<file path="src/rtl/bram36_pkg.sv">
// Shared constants and state type for the 36-entry symbol frame buffer controller.
package bram36_pkg;
    localparam int DEPTH  = 36;
    localparam int ADDR_W = 6;
    localparam int DATA_W = 13;

    typedef enum logic {
        FILL,
        DRAIN
    } state_t;
endpackage

</file>
<file path="src/rtl/bram36_frame_ctrl_if.sv">
// Stream and BRAM-port bundle between the frame controller and its surroundings.
interface bram36_frame_ctrl_if;
    import bram36_pkg::*;

    logic              in_valid;
    logic [DATA_W-1:0] in_data;
    logic              in_ready;
    logic              rev_order;
    logic              out_valid;
    logic [DATA_W-1:0] out_data;
    logic              out_ready;
    logic              frame_done;
    logic              busy;
    logic              bram_write_en;
    logic [ADDR_W-1:0] bram_write_addr;
    logic [DATA_W-1:0] bram_write_data;
    logic              bram_read_en;
    logic [ADDR_W-1:0] bram_read_addr;
    logic [DATA_W-1:0] bram_read_data;

    // The controller is the slave; whoever feeds samples and hosts the BRAM is the master.
    modport master (
        output in_valid, in_data, rev_order, out_ready, bram_read_data,
        input  in_ready, out_valid, out_data, frame_done, busy,
        input  bram_write_en, bram_write_addr, bram_write_data,
        input  bram_read_en, bram_read_addr
    );

    modport slave (
        input  in_valid, in_data, rev_order, out_ready, bram_read_data,
        output in_ready, out_valid, out_data, frame_done, busy,
        output bram_write_en, bram_write_addr, bram_write_data,
        output bram_read_en, bram_read_addr
    );
endinterface

</file>
<file path="src/rtl/skid_fifo2.sv">
// Two-entry FIFO that absorbs BRAM read data while the downstream stalls.
module skid_fifo2 #(
    parameter int WIDTH = 13
) (
    input  logic             clk,
    input  logic             rst,
    input  logic             push,
    input  logic [WIDTH-1:0] push_data,
    input  logic             pop,
    output logic [1:0]       count,
    output logic [WIDTH-1:0] head
);
    logic [WIDTH-1:0] mem [2];
    logic             rd_ptr;
    logic             wr_ptr;
    logic             pop_ok;
    logic             push_ok;

    assign pop_ok  = pop && (count != 2'd0);
    assign push_ok = push && ((count != 2'd2) || pop_ok);

    always_ff @(posedge clk or posedge rst) begin
        if (rst) begin
            rd_ptr <= 1'b0;
            wr_ptr <= 1'b0;
            count  <= 2'd0;
        end else begin
            if (push_ok) wr_ptr <= ~wr_ptr;
            if (pop_ok)  rd_ptr <= ~rd_ptr;
            if (push_ok && !pop_ok)      count <= count + 2'd1;
            else if (!push_ok && pop_ok) count <= count - 2'd1;
        end
    end

    // Storage is not reset; an empty FIFO presents zero instead of stale contents.
    always_ff @(posedge clk) begin
        if (push_ok) mem[wr_ptr] <= push_data;
    end

    assign head = (count != 2'd0) ? mem[rd_ptr] : '0;
endmodule

</file>
<file path="src/rtl/bram36_frame_ctrl.sv">
// Store-then-forward controller: fills the 36-entry BRAM from the input stream, then drains it.
module bram36_frame_ctrl
    import bram36_pkg::*;
(
    input  logic                clk,
    input  logic                rst,
    bram36_frame_ctrl_if.slave  bus
);
    state_t            state;
    state_t            state_nx;
    logic [ADDR_W-1:0] wr_cnt;
    logic [ADDR_W-1:0] rd_cnt;
    logic              rev_q;
    logic              inflight;
    logic              wr_fire;
    logic              wr_last;
    logic              pop;
    logic              issue;
    logic              last_pop;
    logic [1:0]        skid_count;
    logic [DATA_W-1:0] skid_head;
    logic [2:0]        occ_after;

    skid_fifo2 #(.WIDTH(DATA_W)) u_skid (
        .clk       (clk),
        .rst       (rst),
        .push      (inflight),
        .push_data (bus.bram_read_data),
        .pop       (pop),
        .count     (skid_count),
        .head      (skid_head)
    );

    assign wr_fire = bus.in_valid && (state == FILL);
    assign wr_last = wr_fire && (wr_cnt == ADDR_W'(DEPTH - 1));
    assign pop     = (skid_count != 2'd0) && bus.out_ready;

    // A read is only issued if its data is guaranteed a skid slot, counting the one in flight.
    assign occ_after = {1'b0, skid_count} + {2'b00, inflight} - {2'b00, pop};
    assign issue     = (state == DRAIN) && (rd_cnt < ADDR_W'(DEPTH)) && (occ_after < 3'd2);
    assign last_pop  = (state == DRAIN) && pop && (rd_cnt == ADDR_W'(DEPTH)) &&
                       !inflight && (skid_count == 2'd1);

    always_ff @(posedge clk or posedge rst) begin
        if (rst) state <= FILL;
        else     state <= state_nx;
    end

    always_comb begin
        state_nx = state;
        case (state)
            FILL:    if (wr_last)  state_nx = DRAIN;
            DRAIN:   if (last_pop) state_nx = FILL;
            default: state_nx = FILL;
        endcase
    end

    always_ff @(posedge clk or posedge rst) begin
        if (rst) begin
            wr_cnt   <= '0;
            rd_cnt   <= '0;
            rev_q    <= 1'b0;
            inflight <= 1'b0;
        end else begin
            inflight <= issue;
            if (wr_fire) begin
                if (wr_last) begin
                    wr_cnt <= '0;
                    rev_q  <= bus.rev_order;
                end else begin
                    wr_cnt <= wr_cnt + ADDR_W'(1);
                end
            end
            if (last_pop)   rd_cnt <= '0;
            else if (issue) rd_cnt <= rd_cnt + ADDR_W'(1);
        end
    end

    assign bus.in_ready        = (state == FILL);
    assign bus.busy            = (state == DRAIN);
    assign bus.bram_write_en   = wr_fire;
    assign bus.bram_write_addr = wr_cnt;
    assign bus.bram_write_data = bus.in_data;
    assign bus.bram_read_en    = issue;
    assign bus.bram_read_addr  = rev_q ? (ADDR_W'(DEPTH - 1) - rd_cnt) : rd_cnt;
    assign bus.out_valid       = (skid_count != 2'd0);
    assign bus.out_data        = skid_head;
    assign bus.frame_done      = last_pop;
endmodule

</file>
<file path="src/flat_wrapper.sv">
// flat-port wrapper written by rule: the top's interface ports become plain ports
module bram36_frame_ctrl_flat import bram36_pkg::*;
  (clk, rst, bus_in_valid, bus_in_data, bus_rev_order, bus_out_ready, bus_bram_read_data, bus_in_ready, bus_out_valid, bus_out_data, bus_frame_done, bus_busy, bus_bram_write_en, bus_bram_write_addr, bus_bram_write_data, bus_bram_read_en, bus_bram_read_addr);
  bram36_frame_ctrl_if bus_i ();
  input  logic clk;
  input  logic rst;
  input wire logic [$bits(bus_i.in_valid)-1:0] bus_in_valid;
  input wire logic [$bits(bus_i.in_data)-1:0] bus_in_data;
  input wire logic [$bits(bus_i.rev_order)-1:0] bus_rev_order;
  input wire logic [$bits(bus_i.out_ready)-1:0] bus_out_ready;
  input wire logic [$bits(bus_i.bram_read_data)-1:0] bus_bram_read_data;
  output wire logic [$bits(bus_i.in_ready)-1:0] bus_in_ready;
  output wire logic [$bits(bus_i.out_valid)-1:0] bus_out_valid;
  output wire logic [$bits(bus_i.out_data)-1:0] bus_out_data;
  output wire logic [$bits(bus_i.frame_done)-1:0] bus_frame_done;
  output wire logic [$bits(bus_i.busy)-1:0] bus_busy;
  output wire logic [$bits(bus_i.bram_write_en)-1:0] bus_bram_write_en;
  output wire logic [$bits(bus_i.bram_write_addr)-1:0] bus_bram_write_addr;
  output wire logic [$bits(bus_i.bram_write_data)-1:0] bus_bram_write_data;
  output wire logic [$bits(bus_i.bram_read_en)-1:0] bus_bram_read_en;
  output wire logic [$bits(bus_i.bram_read_addr)-1:0] bus_bram_read_addr;
  assign bus_i.in_valid = bus_in_valid;
  assign bus_i.in_data = bus_in_data;
  assign bus_i.rev_order = bus_rev_order;
  assign bus_i.out_ready = bus_out_ready;
  assign bus_i.bram_read_data = bus_bram_read_data;
  assign bus_in_ready = bus_i.in_ready;
  assign bus_out_valid = bus_i.out_valid;
  assign bus_out_data = bus_i.out_data;
  assign bus_frame_done = bus_i.frame_done;
  assign bus_busy = bus_i.busy;
  assign bus_bram_write_en = bus_i.bram_write_en;
  assign bus_bram_write_addr = bus_i.bram_write_addr;
  assign bus_bram_write_data = bus_i.bram_write_data;
  assign bus_bram_read_en = bus_i.bram_read_en;
  assign bus_bram_read_addr = bus_i.bram_read_addr;
  bram36_frame_ctrl u_core (.clk(clk), .rst(rst), .bus(bus_i));
endmodule
</file>
<file path="config.mk">
export PLATFORM = sky130hd
export DESIGN_NAME = bram36_frame_ctrl_flat
export DESIGN_NICKNAME = d
export VERILOG_FILES = /design/src/rtl/bram36_pkg.sv /design/src/rtl/bram36_frame_ctrl_if.sv /design/src/rtl/skid_fifo2.sv /design/src/rtl/bram36_frame_ctrl.sv /design/src/flat_wrapper.sv
export SDC_FILE = /design/constraint.sdc
export NUM_CORES = 1
export LEC_CHECK = 0
export ABC_AREA = 1
export CORE_MARGIN = 2
export CORE_UTILIZATION = 43
export CTS_BUF_LIST = sky130_fd_sc_hd__clkbuf_8
export DETAILED_ROUTE_END_ITERATION = 7
export PLACE_DENSITY_LB_ADDON = 0.25
export SETUP_SLACK_MARGIN = 0.3
export SLEW_MARGIN = 20
export SYNTH_ARGS = -nofsm -noshare
export SYNTH_HDL_FRONTEND = slang
export SYNTH_SLANG_ARGS = --single-unit
</file>
<file path="constraint.sdc">
create_clock -name clk -period 2.67 [get_ports clk]
set_clock_uncertainty 0.2 [all_clocks]
set_input_delay 0.4005 -clock clk [delete_from_list [all_inputs] [get_ports clk]]
set_output_delay 0.4005 -clock clk [all_outputs]
set_load 0.01 [all_outputs]
</file>
==> results of run 1 <==
==> final cells by class <==
type | count | area [um2] | share of cell area, %
Clock buffer | 5 | 68.8 | 2.25
Clock inverter | 3 | 41.3 | 1.35
Inverter | 23 | 88.8 | 2.91
Multi-Input combinational cell | 145 | 893 | 29.2
Sequential cell | 45 | 1260 | 41.2
Tap cell | 70 | 87.6 | 2.86
Timing Repair Buffer | 68 | 619 | 20.3
==> repair_timing <==
item / in CTS / in global routing
buffers inserted: 3 / 4
pin swaps: 6 / 5
setup endpoints to repair: 23 / 12
resized for setup: 27 / 10
==> registers in the layout, summed over array words and instances (netlist names) <==
| name | flops |
|---|---|
| u_core.bus.bram_write_addr | 6 |
| u_core.u_skid.rd_ptr | 1 |
| u_core.rev_q | 1 |
| u_core.u_skid.wr_ptr | 1 |
| u_core.rd_cnt | 6 |
| u_core.u_skid.count | 2 |
| u_core.bus.busy | 1 |
| u_core.inflight | 1 |
| u_core.u_skid.mem | 26 |
==> worst paths after layout <==
| kind | endpoint | slack (ns) | cells after the start |
|---|---|---|---|
| worst max register to register | u_core.rd_cnt[2] | 0.05 | 14 |
| worst max-delay path | bus_bram_read_en | -0.22 | 11 |
| min in group clk | u_core.bus.bram_write_addr[5] | 0.34 | 2 |
| max in group asynchronous | u_core.rd_cnt[2] | 1.42 | 2 |
| worst min-delay path | u_core.bus.bram_write_addr[3] | 0.33 | 2 |
| worst min register to register | u_core.bus.bram_write_addr[5] | 0.34 | 2 |
==> worst max-delay path, cell delays in order, from the launching register on <==
cell and delay [ns]:
sky130_fd_sc_hd__dfrtp_1 0.39, sky130_fd_sc_hd__inv_2 0.09, sky130_fd_sc_hd__ha_4 0.14, sky130_fd_sc_hd__inv_4 0.03
sky130_fd_sc_hd__nand2_4 0.06, sky130_fd_sc_hd__inv_2 0.04, sky130_fd_sc_hd__ha_4 0.19, sky130_fd_sc_hd__or2_4 0.22
sky130_fd_sc_hd__fa_2 0.54, sky130_fd_sc_hd__nand3_2 0.08, sky130_fd_sc_hd__nor2_4 0.11, sky130_fd_sc_hd__buf_6 0.11
==> routing by layer <==
metal | track usage (%) | up-vias | wire (um)
li1 | - | 855 | -
met1 | 20.6 | 812 | 1940
met2 | 28.2 | 38 | 2290
met3 | 3.18 | 7 | 222
met4 | 4.55 | 0 | 51
met5 | 0 | - | 0
==> cell usage after synthesis (2+ instances only) <==
master                     count
sky130_fd_sc_hd__nor2_1       35
sky130_fd_sc_hd__nand2_1      33
sky130_fd_sc_hd__edfxtp_1     26
sky130_fd_sc_hd__nand3_1      21
sky130_fd_sc_hd__dfrtp_1      19
sky130_fd_sc_hd__inv_1        19
sky130_fd_sc_hd__o21ai_0      18
sky130_fd_sc_hd__buf_4        14
sky130_fd_sc_hd__ha_1         11
sky130_fd_sc_hd__xor2_1        9
sky130_fd_sc_hd__inv_2         4
sky130_fd_sc_hd__clkbuf_1      3
sky130_fd_sc_hd__nand4_1       2
sky130_fd_sc_hd__nor3_1        2
sky130_fd_sc_hd__xnor2_1       2
==> stage by stage <==
stage | setup TNS, ns | utilization (%) | std cells | setup slack [ns]
after detailed placement | -1.92 | 56.0 | 344 | -0.663
after global routing | -0.606 | 59.9 | 359 | -0.330
final | -0.220 | 59.9 | 359 | -0.220
after CTS | -0.235 | 58.8 | 355 | -0.235
after floorplan | 0 | - | 232 | 0.0331
after global placement | -1.79 | 56.0 | 344 | -0.653
==> power by group <==
part	internal, uW	switching [uW]
clock network	275	221
registers	932	77.7
logic	843	924
==> cell families (layout without fill, tap and decap cells) <==
family	count (synthesis)	after routing	share of synthesized area, %
xor gates and xnor gates	11	11	4.22
AOI/OAI and AO/OA	22	22	4.98
DFF	45	45	55.0
buffers and inverters	42	99	9.58
and+or+nand+nor	100	100	19.3
adders and majority gates	12	12	6.90
==> implementation parameters, run 1 <==
Parameter                              Value

Outcome
  Result of the run    complete, but fails checks
  Violations in the final reports    setup timing

Floorplanning
  Area of the core    a little over 5000 um2
  Io pins    75
  X dimension of the die    about 77 um
  Die Area    5910 um2
  Std cell rows    26
  Effective utilization at floorplan    approximately 45%
  Chip Height    76.9 um

Worst setup path
  R2r startpoint    u_core.u_skid.count[1]
  Critical path data arrival time    roughly 2.3 ns
  Critical Path RT    2.07 ns
  Crit. End Element    output port
  Setup CP Type    reg -> out
  Kind of start point of the critical path    register
  Crit-path max FO    2
  Worst setup path startpoint    u_core.u_skid.count[1]

Power and ir drop
  Leakage power figure    roughly 0.0014 uW
  Total power density per cell area    ~1100 nW/um2
  Overall power of the completed layout    3270 uW
  Worst-case vdd ir drop    0.000810 V

Global routing
  Largest net degree at the start of global routing    20
  Gr ovfl total    0
  Number of antenna violations at the first check in global routing    0
  Wire length of the first global-routing pass    a little under 8000 um
  Vias in the first global route    approximately 1700
  Global-route usage over all layers    about 16%

Final layout
  Net count reported at finish    between 300 and 400
  Most common cell after layout, fill and taps aside    sky130_fd_sc_hd__nor2_1
  Total of fill cells in the finished design    450
  Area growth syn-to-layout    33.8%
  Diode insertion count for antenna repair    0
  Layout cell share with drive strength beyond 1    20.1%
  Total non-filler cell area in the finished layout    between 3000 and 4000 um2
  Commonest cells after routing, fill and taps aside    sky130_fd_sc_hd__nor2_1, sky130_fd_sc_hd__nand2_1, sky130_fd_sc_hd__clkdlybuf4s50_1

Clock network
  CTS HTree Levels    2
  Number of clock sinks    45
  Worst-Skew Late Latency    0.29 ns
  CTS Root Cell    sky130_fd_sc_hd__clkbuf_8
  Number of clock buffers inserted by TritonCTS    5
  Clock Pin Slew Worst Setup and Hold Paths    0.08 ns
  Total of hold buffers inserted after clock tree synthesis    0
  Maximum clock insertion buffer count    2
  TritonCTS clock tree    done

Synth
  Post-synthesis sequential element count    45
  Yosys warning total    0
  Synth Net Count    around 280
  Top area cells in the synthesized netlist    sky130_fd_sc_hd__edfxtp_1, sky130_fd_sc_hd__dfrtp_1, sky130_fd_sc_hd__ha_1
  Ys flop type    sky130_fd_sc_hd__edfxtp_1
  Synthesized area per cell    around 9.8 um2
  Cell Area, Synth    roughly 2300 um2
  Cells after Synth    roughly 230
  Proportion of synthesized flip-flops having asynchronous set or reset    42.2%
  Proportion of netlist area held by the largest area contributor    between 30% and 40%
  Leading area contributor after synthesis    sky130_fd_sc_hd__edfxtp_1
  Number of enable-type register cells in the synthesized netlist    26
  Number of distinct library cells after synthesis    29
  Sequential share of the synthesized area    a little over half

Route
  Post-DRT Antenna Nets    0
  DRC marker count from the first detailed-route iteration    43
  Vias per inst    4.77
  Total number of vias    about 1700
  DR WL/cell    roughly 13 um
  Detailed Route WL    around 4500 um
  Count of TritonRoute iterations in the first routing pass    4
  DRC violations left    0

Timing
  Final min period    2.89 ns
  Final Hold Vio Count    0
  Worst Setup Slack, final    -0.220 ns
  Relative slew slack    around 50%
  Unrepaired setup endpoints after global routing    true
  Fmax    ~350 MHz
  Worst slew pin tran    around 0.74 ns
  Number of setup violations in the final report    1
  Post-route worst hold slack    roughly 0.33 ns
  Final Slew Violations    0
  Final Cycle Share    108%

Place
  I/O Buffers    between 40 and 50
  Final weighted congestion in routability-driven placement    between 0.7 and 0.8
  Placed Area    about 2900 um2
  Final HPWL from detailed placement    3220 um

Flow run
  Number of maximum-capacitance violations    0

Hold path
  Hold WC Path Type    in -> async
No activity file was read; power rests on OpenSTA's default activity.
==> run 2, diff against run 1 <==
Settings changed: CORE_UTILIZATION 43 to 41, CTS_BUF_LIST sky130_fd_sc_hd__clkbuf_8 to sky130_fd_sc_hd__clkbuf_16, PLACE_DENSITY set to 0.75, PLACE_DENSITY_LB_ADDON 0.25 to unset.
==> implementation parameters, run 2 (synthesized netlist as in run 1, its figures left out) <==
Parameter                              Value

Outcome
  Result of the run    complete, but fails checks (unchanged)
  Violations in the final reports    setup timing (unchanged)

Worst setup path
  Setup CP Type    in -> out (was reg -> out)
  Capturing point of the worst reg2reg path    u_core.rd_cnt[5] (was u_core.rd_cnt[2])
  R2r startpoint    u_core.u_skid.count[1] (unchanged)
  Critical path data arrival time    2.28 ns (was 2.29 ns)
  Crit-path max FO    3 (was 2)
  Kind of start point of the critical path    input port (was register)
  Crit. End Element    output port (unchanged)
  Reg-to-reg slack, setup    0.13 ns (was 0.05 ns)
  FF-to-FF path depth    13 (was 14)
  Worst setup path startpoint    bus_out_ready (was u_core.u_skid.count[1])
  Critical Path RT    2.07 ns (about the same)
  End point of the critical path    bus_bram_read_en (unchanged)

Route
  DRC marker count from the first detailed-route iteration    87 (was 43)
  Post-DRT Antenna Nets    0 (unchanged)
  Count of TritonRoute iterations in the first routing pass    4 (unchanged)
  Detailed Route WL    4460 um (was 4510 um)
  Vias per inst    4.71 (was 4.77)
  DRC violations left    0 (unchanged)
  Total number of vias    1715 (was 1712)
  DR WL/cell    12.3 um (was 12.6 um)

Final layout
  Max reg flops    26 (unchanged)
  Post-route core utilization    57.7% (was 59.9%)
  Commonest cells after routing, fill and taps aside    sky130_fd_sc_hd__nor2_1, sky130_fd_sc_hd__nand2_1, sky130_fd_sc_hd__clkdlybuf4s50_1 (unchanged)
  Layout cell share with drive strength beyond 1    20.2% (was 20.1%)
  Reg with most FFs    u_core.u_skid.mem (unchanged)
  Most common cell after layout, fill and taps aside    sky130_fd_sc_hd__nor2_1 (unchanged)
  Area growth syn-to-layout    37.5% (was 33.8%)
  Net count reported at finish    334 (was 331)
  Diode insertion count for antenna repair    0 (unchanged)

Clock network
  CTS Root Cell    sky130_fd_sc_hd__clkbuf_16 (was sky130_fd_sc_hd__clkbuf_8)
  Number of clock buffers inserted by TritonCTS    5 (unchanged)
  Total of hold buffers inserted after clock tree synthesis    0 (unchanged)
  Clock Pin Slew Worst Setup and Hold Paths    0.07 ns (was 0.08 ns)
  CTS HTree Levels    2 (unchanged)
  Number of clock sinks    45 (unchanged)
  TritonCTS clock tree    done (unchanged)
  Worst-Skew Late Latency    0.28 ns (was 0.29 ns)
  Maximum clock insertion buffer count    2 (unchanged)

Global routing
  Vias in the first global route    1717 (was 1651)
  Number of antenna violations at the first check in global routing    0 (unchanged)
  Global-route usage over all layers    15.5% (was 16.2%)
  Gr ovfl total    0 (unchanged)
  Wire length of the first global-routing pass    7560 um (was 7750 um)
  Largest net degree at the start of global routing    20 (unchanged)

Power and ir drop
  Leakage power figure    0.00142 uW (was 0.00139 uW)
  Total power density per cell area    1060 nW/um2 (was 1070 nW/um2)
  Worst-case vdd ir drop    0.000888 V (was 0.000810 V)

Timing
  Worst Setup Slack, final    -0.208 ns (was -0.220 ns)
  Unrepaired setup endpoints after global routing    true (unchanged)
  Final Hold Vio Count    0 (unchanged)
  Aggregate negative setup slack    -0.208 ns (was -0.220 ns)
  Final Cycle Share    108% (about the same)
  Worst slew pin tran    0.759 ns (was 0.742 ns)
  Number of setup violations in the final report    1 (unchanged)
  Fmax    347 MHz (was 346 MHz)
  Final Slew Violations    0 (unchanged)
  Relative slew slack    49.4% (was 50.5%)
  Final min period    2.88 ns (was 2.89 ns)

Place
  Final weighted congestion in routability-driven placement    0.822 (was 0.793)
  Final HPWL from detailed placement    3040 um (was 3220 um)
  I/O Buffers    48 (unchanged)

Floorplanning
  Effective utilization at floorplan    42.0% (was 44.7%)
  Io pins    75 (unchanged)
  Die Area    6190 um2 (was 5910 um2)
  Area of the core    5440 um2 (was 5110 um2)
  X dimension of the die    78.7 um (was 76.9 um)
  Chip Height    78.7 um (was 76.9 um)
  Std cell rows    27 (was 26)

Flow run
  Number of maximum-capacitance violations    0 (unchanged)

Hold path
  Hold WC Path Type    reg -> reg (was in -> async)
## run 2: critical path, stage by stage
cell and delay (ns):
sky130_fd_sc_hd__clkdlybuf4s50_1 0.51, sky130_fd_sc_hd__nand2_4 0.06, sky130_fd_sc_hd__inv_2 0.06, sky130_fd_sc_hd__ha_4 0.18
sky130_fd_sc_hd__or2_4 0.22, sky130_fd_sc_hd__fa_1 0.42, sky130_fd_sc_hd__nand2_1 0.11, sky130_fd_sc_hd__nand3_2 0.09
sky130_fd_sc_hd__nor2_4 0.11, sky130_fd_sc_hd__buf_6 0.11
## run 2: final cells by class
| cell class | instances | area [um2] |
|---|---|---|
| clock buffer | 5 | 125 |
| clock inverter | 3 | 25.0 |
| fill | 469 | 2300 |
| inverter | 23 | 91.3 |
| multi-input combinational | 145 | 902 |
| sequential | 45 | 1260 |
| tap | 72 | 90.1 |
| timing repair buffer | 71 | 649 |
## run 2: report_power, final
part | internal (uW) | switching (uW) | total (uW)
clock network | 353 | 265 | 618
registers | 934 | 79.2 | 1010
logic | 796 | 917 | 1710
total | 2080 | 1260 | 3340
## run 2: repair_timing
action,in CTS,in global routing
endpoints found under the setup margin,23,12
setup buffers,4,5
resized for setup,30,8
pin swaps,15,5
## run 2: how the worst min path moves through the flow
| stage | cells after the start | end | start |
|---|---|---|---|
| 3_3_place_gp | 2 | u_core.u_skid.wr_ptr | u_core.u_skid.wr_ptr |
| 4_1_cts | 1 | u_core.bus.bram_write_addr[4] | u_core.bus.bram_write_addr[4] |
| 6_report | 1 | u_core.bus.bram_write_addr[4] | u_core.bus.bram_write_addr[4] |
| 2_1_floorplan | 1 | u_core.bus.bram_write_addr[0] | rst |
| 5_1_grt | 1 | u_core.bus.bram_write_addr[4] | u_core.bus.bram_write_addr[4] |
| 3_5_place_dp | 1 | u_core.bus.bram_write_addr[4] | u_core.bus.bram_write_addr[4] |
## run 2: through the flow
step / total power, uW / hold slack, ns / area (um2) / setup WS, ns / std cells
global placement: 2640 / 0.308 / 2870 / -0.653 / 347
floorplan: 1960 / 0.152 / 2320 / 0.0331 / 232
finish: 3340 / 0.325 / 3140 / -0.208 / 364
global route: 3610 / 0.348 / 3140 / -0.313 / 364
detailed placement: 2680 / 0.318 / 2870 / -0.656 / 347
CTS: 3330 / 0.329 / 3080 / -0.220 / 359
## run 2: per-layer routing
metal	GRT usage, %	vias up	share of wire (%)
li1	-	862	-
met1	18.7	798	44
met2	26.4	48	49
met3	4.48	7	6.5
met4	5.44	0	1.1
met5	0	-	0
